==> src/rtl/tester_secuencial_if.sv <==
`default_nettype none
// ============================================================================
// Module   : tester_secuencial_if
// Purpose  : Operand/product handshake between the tester and the multiplier.
// Revision : 1.0
// ============================================================================
interface tester_secuencial_if #(
    parameter int K = 4
);
    logic [K-1:0]   a_valor;
    logic [K-1:0]   b_valor;
    logic           iniciar;
    logic           listo;
    logic [2*K-1:0] resultado;

    modport master (output a_valor, output b_valor, output iniciar,
                    input  listo,   input  resultado);
    modport slave  (input  a_valor, input  b_valor, input  iniciar,
                    output listo,   output resultado);
endinterface
`default_nettype wire

==> src/rtl/tester_secuencial.sv <==
`default_nettype none
// ============================================================================
// Module   : tester_secuencial
// Purpose  : Sweep/LFSR operand sequencer that scores a shift-add multiplier.
// Revision : 1.0
// ============================================================================
module tester_secuencial #(
    parameter int          K         = 4,
    parameter int          N_PRUEBAS = 16,
    parameter int          MODO      = 0,
    parameter logic [63:0] SEMILLA   = 64'h5A,
    parameter logic [63:0] TAPS      = 64'hB8,
    parameter int          TIMEOUT   = 64,
    parameter int          ERR_W     = 16
) (
    input  wire logic             clk,
    input  wire logic             rst_n,
    input  wire logic             habilitar_i,
    output logic                  fin_o,
    output logic [ERR_W-1:0]      errores_o,
    output logic                  timeout_err_o,
    tester_secuencial_if.master   mul_if
);
    typedef logic [2*K-1:0] vec_t;

    localparam int IDX_W  = (N_PRUEBAS > 1) ? $clog2(N_PRUEBAS) : 1;
    localparam int WAIT_W = $clog2(TIMEOUT);

    localparam vec_t              c_SEED      = vec_t'(SEMILLA);
    localparam vec_t              c_TAPS      = vec_t'(TAPS);
    localparam vec_t              c_V0        = (MODO == 1) ? c_SEED : '0;
    localparam logic [IDX_W-1:0]  c_IDX_LAST  = IDX_W'(N_PRUEBAS - 1);
    localparam logic [WAIT_W-1:0] c_WAIT_LAST = WAIT_W'(TIMEOUT - 1);
    localparam logic [ERR_W-1:0]  c_ERR_MAX   = '1;

    localparam logic [1:0] c_REPOSO = 2'd0;
    localparam logic [1:0] c_INICIO = 2'd1;
    localparam logic [1:0] c_ESPERA = 2'd2;
    localparam logic [1:0] c_FIN    = 2'd3;

    logic [1:0]        state_q, state_d;
    logic [K-1:0]      a_q, a_d, b_q, b_d;
    vec_t              vec_q, vec_d;
    logic [IDX_W-1:0]  idx_q, idx_d;
    logic [WAIT_W-1:0] cnt_q, cnt_d;
    logic [ERR_W-1:0]  err_q, err_d;
    logic              tmo_q, tmo_d;

    logic   w_iniciar, w_fin, w_match, w_tc, w_score, w_last;
    vec_t   w_prod, w_vec_nx;

    // vec_q holds the generator state of the vector currently on A/B.
    function automatic vec_t f_step(input vec_t s);
        if (MODO == 1) return {s[2*K-2:0], ^(s & c_TAPS)};
        else           return s + 1'b1;
    endfunction

    assign w_prod   = {{K{1'b0}}, a_q} * {{K{1'b0}}, b_q};
    assign w_match  = (mul_if.resultado == w_prod);
    assign w_tc     = (cnt_q == c_WAIT_LAST);
    assign w_score  = (state_q == c_ESPERA) && (mul_if.listo || w_tc);
    assign w_last   = (idx_q == c_IDX_LAST);
    assign w_vec_nx = f_step(vec_q);

    always_ff @(posedge clk or negedge rst_n) begin
        if (!rst_n) state_q <= c_REPOSO;
        else        state_q <= state_d;
    end

    always_comb begin
        state_d = state_q;
        case (state_q)
            c_REPOSO: if (habilitar_i) state_d = c_INICIO;
            c_INICIO: state_d = c_ESPERA;
            c_ESPERA: if (w_score) state_d = w_last ? c_FIN : c_INICIO;
            c_FIN:    if (!habilitar_i) state_d = c_REPOSO;
            default:  state_d = c_REPOSO;
        endcase
    end

    always_comb begin
        w_iniciar = (state_q == c_INICIO);
        w_fin     = (state_q == c_FIN);
    end

    always_comb begin
        a_d   = a_q;
        b_d   = b_q;
        vec_d = vec_q;
        idx_d = idx_q;
        cnt_d = cnt_q;
        err_d = err_q;
        tmo_d = tmo_q;
        case (state_q)
            c_REPOSO: if (habilitar_i) begin
                vec_d = c_V0;
                a_d   = c_V0[K-1:0];
                b_d   = c_V0[2*K-1:K];
                idx_d = '0;
                err_d = '0;
                tmo_d = 1'b0;
            end
            c_INICIO: cnt_d = '0;
            c_ESPERA: if (w_score) begin
                // listo takes priority over the terminal count
                if (!mul_if.listo) tmo_d = 1'b1;
                if ((!mul_if.listo || !w_match) && (err_q != c_ERR_MAX))
                    err_d = err_q + 1'b1;
                if (!w_last) begin
                    idx_d = idx_q + 1'b1;
                    vec_d = w_vec_nx;
                    a_d   = w_vec_nx[K-1:0];
                    b_d   = w_vec_nx[2*K-1:K];
                end
            end else begin
                cnt_d = cnt_q + 1'b1;
            end
            default: ;
        endcase
    end

    always_ff @(posedge clk or negedge rst_n) begin
        if (!rst_n) begin
            a_q   <= '0;
            b_q   <= '0;
            vec_q <= c_SEED;
            idx_q <= '0;
            cnt_q <= '0;
            err_q <= '0;
            tmo_q <= 1'b0;
        end else begin
            a_q   <= a_d;
            b_q   <= b_d;
            vec_q <= vec_d;
            idx_q <= idx_d;
            cnt_q <= cnt_d;
            err_q <= err_d;
            tmo_q <= tmo_d;
        end
    end

    assign mul_if.a_valor = a_q;
    assign mul_if.b_valor = b_q;
    assign mul_if.iniciar = w_iniciar;
    assign fin_o          = w_fin;
    assign errores_o      = err_q;
    assign timeout_err_o  = tmo_q;
endmodule
`default_nettype wire

==> src/flat_wrapper.sv <==
// flat-port wrapper written by rule: the top's interface ports become plain ports
module tester_secuencial_flat 
#(
    parameter int          K         = 4,
    parameter int          N_PRUEBAS = 16,
    parameter int          MODO      = 0,
    parameter logic [63:0] SEMILLA   = 64'h5A,
    parameter logic [63:0] TAPS      = 64'hB8,
    parameter int          TIMEOUT   = 64,
    parameter int          ERR_W     = 16
)
  (clk, rst_n, habilitar_i, fin_o, errores_o, timeout_err_o, mul_if_a_valor, mul_if_b_valor, mul_if_iniciar, mul_if_listo, mul_if_resultado);
  tester_secuencial_if #(.K(K)) mul_if_i ();
  input  wire logic clk;
  input  wire logic rst_n;
  input  wire logic habilitar_i;
  output logic fin_o;
  output logic [ERR_W-1:0] errores_o;
  output logic timeout_err_o;
  output wire logic [$bits(mul_if_i.a_valor)-1:0] mul_if_a_valor;
  output wire logic [$bits(mul_if_i.b_valor)-1:0] mul_if_b_valor;
  output wire logic [$bits(mul_if_i.iniciar)-1:0] mul_if_iniciar;
  input wire logic [$bits(mul_if_i.listo)-1:0] mul_if_listo;
  input wire logic [$bits(mul_if_i.resultado)-1:0] mul_if_resultado;
  assign mul_if_a_valor = mul_if_i.a_valor;
  assign mul_if_b_valor = mul_if_i.b_valor;
  assign mul_if_iniciar = mul_if_i.iniciar;
  assign mul_if_i.listo = mul_if_listo;
  assign mul_if_i.resultado = mul_if_resultado;
  tester_secuencial #(.K(K), .N_PRUEBAS(N_PRUEBAS), .MODO(MODO), .SEMILLA(SEMILLA), .TAPS(TAPS), .TIMEOUT(TIMEOUT), .ERR_W(ERR_W)) u_core (.clk(clk), .rst_n(rst_n), .habilitar_i(habilitar_i), .fin_o(fin_o), .errores_o(errores_o), .timeout_err_o(timeout_err_o), .mul_if(mul_if_i));
endmodule
==> config.mk <==
export PLATFORM = sky130hd
export DESIGN_NAME = tester_secuencial_flat
export DESIGN_NICKNAME = d
export VERILOG_FILES = /design/src/rtl/tester_secuencial_if.sv /design/src/rtl/tester_secuencial.sv /design/src/flat_wrapper.sv
export SDC_FILE = /design/constraint.sdc
export NUM_CORES = 1
export LEC_CHECK = 0
export BUFFER_PORTS_ARGS = -buffer_cell sky130_fd_sc_hd__buf_2
export CAP_MARGIN = 15
export CORE_MARGIN = 2
export CORE_UTILIZATION = 63
export CTS_BUF_LIST = sky130_fd_sc_hd__clkbuf_16
export DETAILED_ROUTE_END_ITERATION = 6
export GPL_ROUTABILITY_DRIVEN = 0
export HOLD_SLACK_MARGIN = 0.12
export PLACE_DENSITY = 0.95
export REMOVE_ABC_BUFFERS = 1
export SYNTH_ARGS = -nofsm -noshare
export SYNTH_HDL_FRONTEND = slang
export SYNTH_SLANG_ARGS = --single-unit
==> constraint.sdc <==
create_clock -name clk -period 10.53 [get_ports clk]
set_input_delay 0.5265 -clock clk [delete_from_list [all_inputs] [get_ports clk]]
set_output_delay 0.5265 -clock clk [all_outputs]
set_load 0.02 [all_outputs]
# Word level (Yosys, flattened, before mapping)
# Cells that the tools add are included.
# classes
n_eq_ne	14
n_mux	29
shift	0
n_lt_le_gt_ge	0
div_mod_pow	0
n_bitwise	0
n_reduce_logical	14
n_mul	1
add_sub_neg	4
# ops
op	count
$mux W16	3
$pmux W16 S2	1
$mux W4	7
$mux W8	3
$pmux W4 S2	3
$add A16 B1 Y16 const B	1
$ne A16 B16 Y1 const B	1
$pmux W8 S2	1
$ne A2 B2 Y1 const B	6
$pmux W6 S2	1
$reduce_and A4 Y1	3
$add A8 B1 Y8 const B	1
$eq A8 B8 Y1	1
$mul A4 B4 Y8	1
$mux W2	4
$pmux W2 S4	1
$add A6 B1 Y6 const B	1
$eq A6 B6 Y1 const B	1
$mux W6	1
$add A4 B1 Y4 const B	1
$eq A2 B2 Y1 const B	2
$eq A4 B4 Y1 const B	1
$reduce_bool A2 Y1	2
$mux W1	3
9 further kinds	12
# word_totals
rom_bits	0
ramBits	0
reg_bits	45
in_bits	12
latch_bits	0
output_inout_bits	27
word_cells	70
mem_count	0

# Logic depth before layout (Yosys ltp)
# logic_depth
word_depth	8
ltp_mapped	13
mapped_depth_nobuf	12

# Least setup slack after synthesis
# OpenSTA, ideal clock, no wires.
# synth_timing
path_kind	register to register
startpoint	register u_core.vec_q[2] (netlist name)
endpoint	register u_core.err_q[12], in the netlist u_core.errores_o[12]
slack_ns	7.059
t_arrival_ns	3.351
synth_period_minus_slack_ns	3.471
required_ns	10.410
n_path_buf	2
path_stages_with_launch	14
setup_time_ns	0.120
path_cell_list	dfrtp_1 -> clkbuf_1 -> nand2_1 -> fa_1 -> fa_1 -> inv_1 -> ha_1 -> a211oi_1 -> nor2_1 -> a21oi_1 -> o211a_1 -> clkbuf_1 -> a21oi_1 -> o211a_1
# synth_rtl
element	line	source
end signal, assigned	tester_secuencial.sv:137	err_q <= err_d;
end, declared	tester_secuencial.sv:46	logic [ERR_W-1:0] err_q, err_d;

==> qor.yml <==
global_route:
  grt_pass1_wl_mm: 11.7
  overflow: 0
  grt_pass1_vias: 2585
  grt_usage_pct: 28.3
  grt_max_degree: 42
  antenna_found_initial: 0
routing:
  routedWlPerCell_um: 16.2
  wirelength_mm: 6.70
  antenna_left: 0
  num_vias: 2625
  drt-vias-per-instance: 6.34
  drtIter0Drc: 232
  drc: 0
  dr.pass1.iters: 5
critical_path:
  critPathKind: "reg -> reg"
  crit_buf_inv: 0
  cp_common_cell: "fa_1"
  crit_path_start_kind: "flip-flop"
  cp_top_family: "adder cells"
  crit_slowest_cell: "fa_1"
  cp_slowest_stage_delay_ns: 0.57
  path_cells: "nand2_1 -> fa_1 -> fa_1 -> fa_1 -> xor2_1 -> nand2_1 -> nor4_1 -> nand4_1 -> o21ai_0 -> mux2i_1"
  crit_required_ns: 10.73
  critPathLaunch: "u_core.vec_q[0]$_DFFE_PN0P_"
  worstReg2RegStart: "u_core.vec_q[0]$_DFFE_PN0P_"
  crit_arrival_ns: 4.01
  crit_path_end_kind: "flip-flop"
  cp_max_fo: 10
die:
  rows: 24
  die-area_sq_um: 5200
  core_area_sq_um: 4410
  die_x_um: 72.1
  io_pins: 39
  initial_core_util_pct: 66.2
  die_y_um: 72.1
placed_design:
  hpwl_mm: 4.97
  pre_cts_slack_ns: 6.78
  port_buffers: 38
logic_synthesis:
  synth_top_cell_by_area: "dfrtp_1"
  seq_area_frac_synth_pct: 35.3
  synthFlopType: "dfrtp_1"
  ys_ff_latch: 41
  synth_edf_count: 0
  syn-instance-count: 331
  synth_area_sq_um: 2920
  synth_area_per_cell_sq_um: 8.83
  async_reset_ff_share_pct: 100
  synth_top_area_share_pct: 31.7
  synth_cell_types: 48
  yosysWarnings: 0
  yosysMostFrequentCell: "nand2_1"
  yosys-top-cells-area: "dfrtp_1 (32%), ha_1 (6.8%), nand2_1 (6.0%), mux2i_1 (4.1%), a21oi_1 (3.9%)"
  synth_common_cells: "nand2_1 (47), dfrtp_1 (37), a21oi_1 (23)"
clocking:
  hold_buffers: 0
  clockRootBuffer: "clkbuf_16"
  clkTransAtPathRegs_ns: 0.06
  cts_buffers: 5
  cts_tree: "yes"
  cts_resized: 0
  cts_setup_buffers: 0
  clock-sinks: 41
  clkLatencyLatePin_ns: 0.29
  clockBufferDepth: 2
  htreeDepth: 2
sta:
  fin_skew_ns: 0.00796
  fmax_mhz: 262
  tightest_slew_ns: 0.917
  rsz0062_at_grt: "false"
  relSlewSlack_pct: 38.9
  setup_violations: 0
  hold_violations: 0
  timing.final.crit_share_pct: 36.2
  period_needed_ns: 3.81
  finalMaxSlewViolations: 0
  setup_ws_ns: 6.72
  tns_ns: 0
run:
  max_cap_violations: 0
final_layout:
  area_delta_synth_final_pct: 11.0
  layout.nets: 393
  drive_gt1_share_pct: 18.0
  n_antenna_cell: 0
  fillCellCount: 324
power_and_ir_drop:
  powerDensity_nw_per_um2: 162
  peakVddDrop_mv: 0.121
  leakage_uw: 0.00158
min_path:
  min_path_type: "in -> async"
run_status:
  status: "finished, final reports clean"
## cell usage in the layout, fill, tap and decap left out, types with 5 or more instances in the layout
| master | synthesis | final |
|---|---|---|
| dfrtp_1 | 37 | 37 |
| nand3_1 | 9 | 9 |
| buf_2 | 2 | 38 |
| a21o_1 | 5 | 5 |
| nor2b_1 | 5 | 5 |
| and2_1 | 12 | 12 |
| mux2i_1 | 12 | 12 |
| inv_1 | 12 | 13 |
| xor2_1 | 7 | 7 |
| and3_1 | 9 | 9 |
| ha_1 | 16 | 16 |
| nor2_1 | 19 | 19 |
| o21ai_0 | 18 | 18 |
| or2_2 | 11 | 11 |
| nand2_1 | 47 | 47 |
| nor3_1 | 5 | 5 |
| xnor2_1 | 9 | 9 |
| a21oi_1 | 23 | 23 |
| nand4_1 | 9 | 9 |
| clkbuf_16 | 0 | 5 |
## kinds of logic after synthesis
group,share of synthesized area (%)
adders and majority gates,9.58
xor gates and xnor gates,4.79
and+or+nand+nor,25.1
buffers and inverters,4.06
AOI/OAI and AO/OA,17.1
DFF,35.3
muxes,4.11
## layout make-up
| class | instances | area, sq um | share of cell area [%] |
|---|---|---|---|
| Inverter | 12 | 45.0 | 1.39 |
| Timing Repair Buffer | 38 | 190 | 5.86 |
| Tap cell | 52 | 65.1 | 2.00 |
| Clock buffer | 5 | 125 | 3.86 |
| Sequential cell | 41 | 1030 | 31.8 |
| Clock inverter | 3 | 15.0 | 0.463 |
| Multi-Input combinational cell | 263 | 1770 | 54.7 |
## power by group
| group | leakage [uW] | internal, uW | switching [uW] |
|---|---|---|---|
| sequential | 0.000549 | 176 | 36.2 |
| clock | 0.0000687 | 86.1 | 60.4 |
| combinational | 0.000967 | 57.9 | 109 |
## stage by stage
step,hold WS (ns),std cells,util [%],cell area [sq um],power (uW)
3_3_place_gp,0.478,406,70.4,3110,371
4_1_cts,0.407,414,73.5,3250,527
6_report,0.373,414,73.5,3250,525
3_5_place_dp,0.521,406,70.4,3110,381
5_1_grt,0.446,414,73.5,3250,558
2_1_floorplan,0.231,316,-,2850,325
## sequential cells by signal, summed over array words and instances, names as in the netlist
name,count
u_core.errores_o,16
u_core.vec_q,8
u_core.cnt_q,6
u_core.idx_q,4
u_core.mul_if.a_valor,2
u_core.mul_if.b_valor,2
u_core.state_q,2
u_core.timeout_err_o,1
## worst paths after layout
| path | cells past startpoint | endpoint | slack, ns |
|---|---|---|---|
| setup / recovery | 10 | u_core.errores_o[1]$_DFFE_PN0P_ | 6.72 |
| hold / removal | 1 | u_core.mul_if.b_valor[2]$_DFFE_PN0P_ | 0.37 |
| setup reg to reg | 10 | u_core.errores_o[1]$_DFFE_PN0P_ | 6.72 |
| hold reg to reg | 2 | u_core.idx_q[1]$_DFFE_PN0P_ | 0.53 |
| max in group asynchronous | 1 | u_core.errores_o[12]$_DFFE_PN0P_ | 9.57 |
| min in group clk | 2 | u_core.state_q[0]$_DFFE_PN0P_ | 0.52 |
## metal layers
metal | vias to the layer above | GRT usage (%) | part of all wire (%)
li1 | 1235 | - | -
met1 | 1275 | 37.1 | 43
met2 | 103 | 45.2 | 50
met3 | 12 | 6.53 | 6.2
met4 | 0 | 11.7 | 1.1
met5 | - | 0 | 0
No activity file was read; power rests on OpenSTA's default activity.
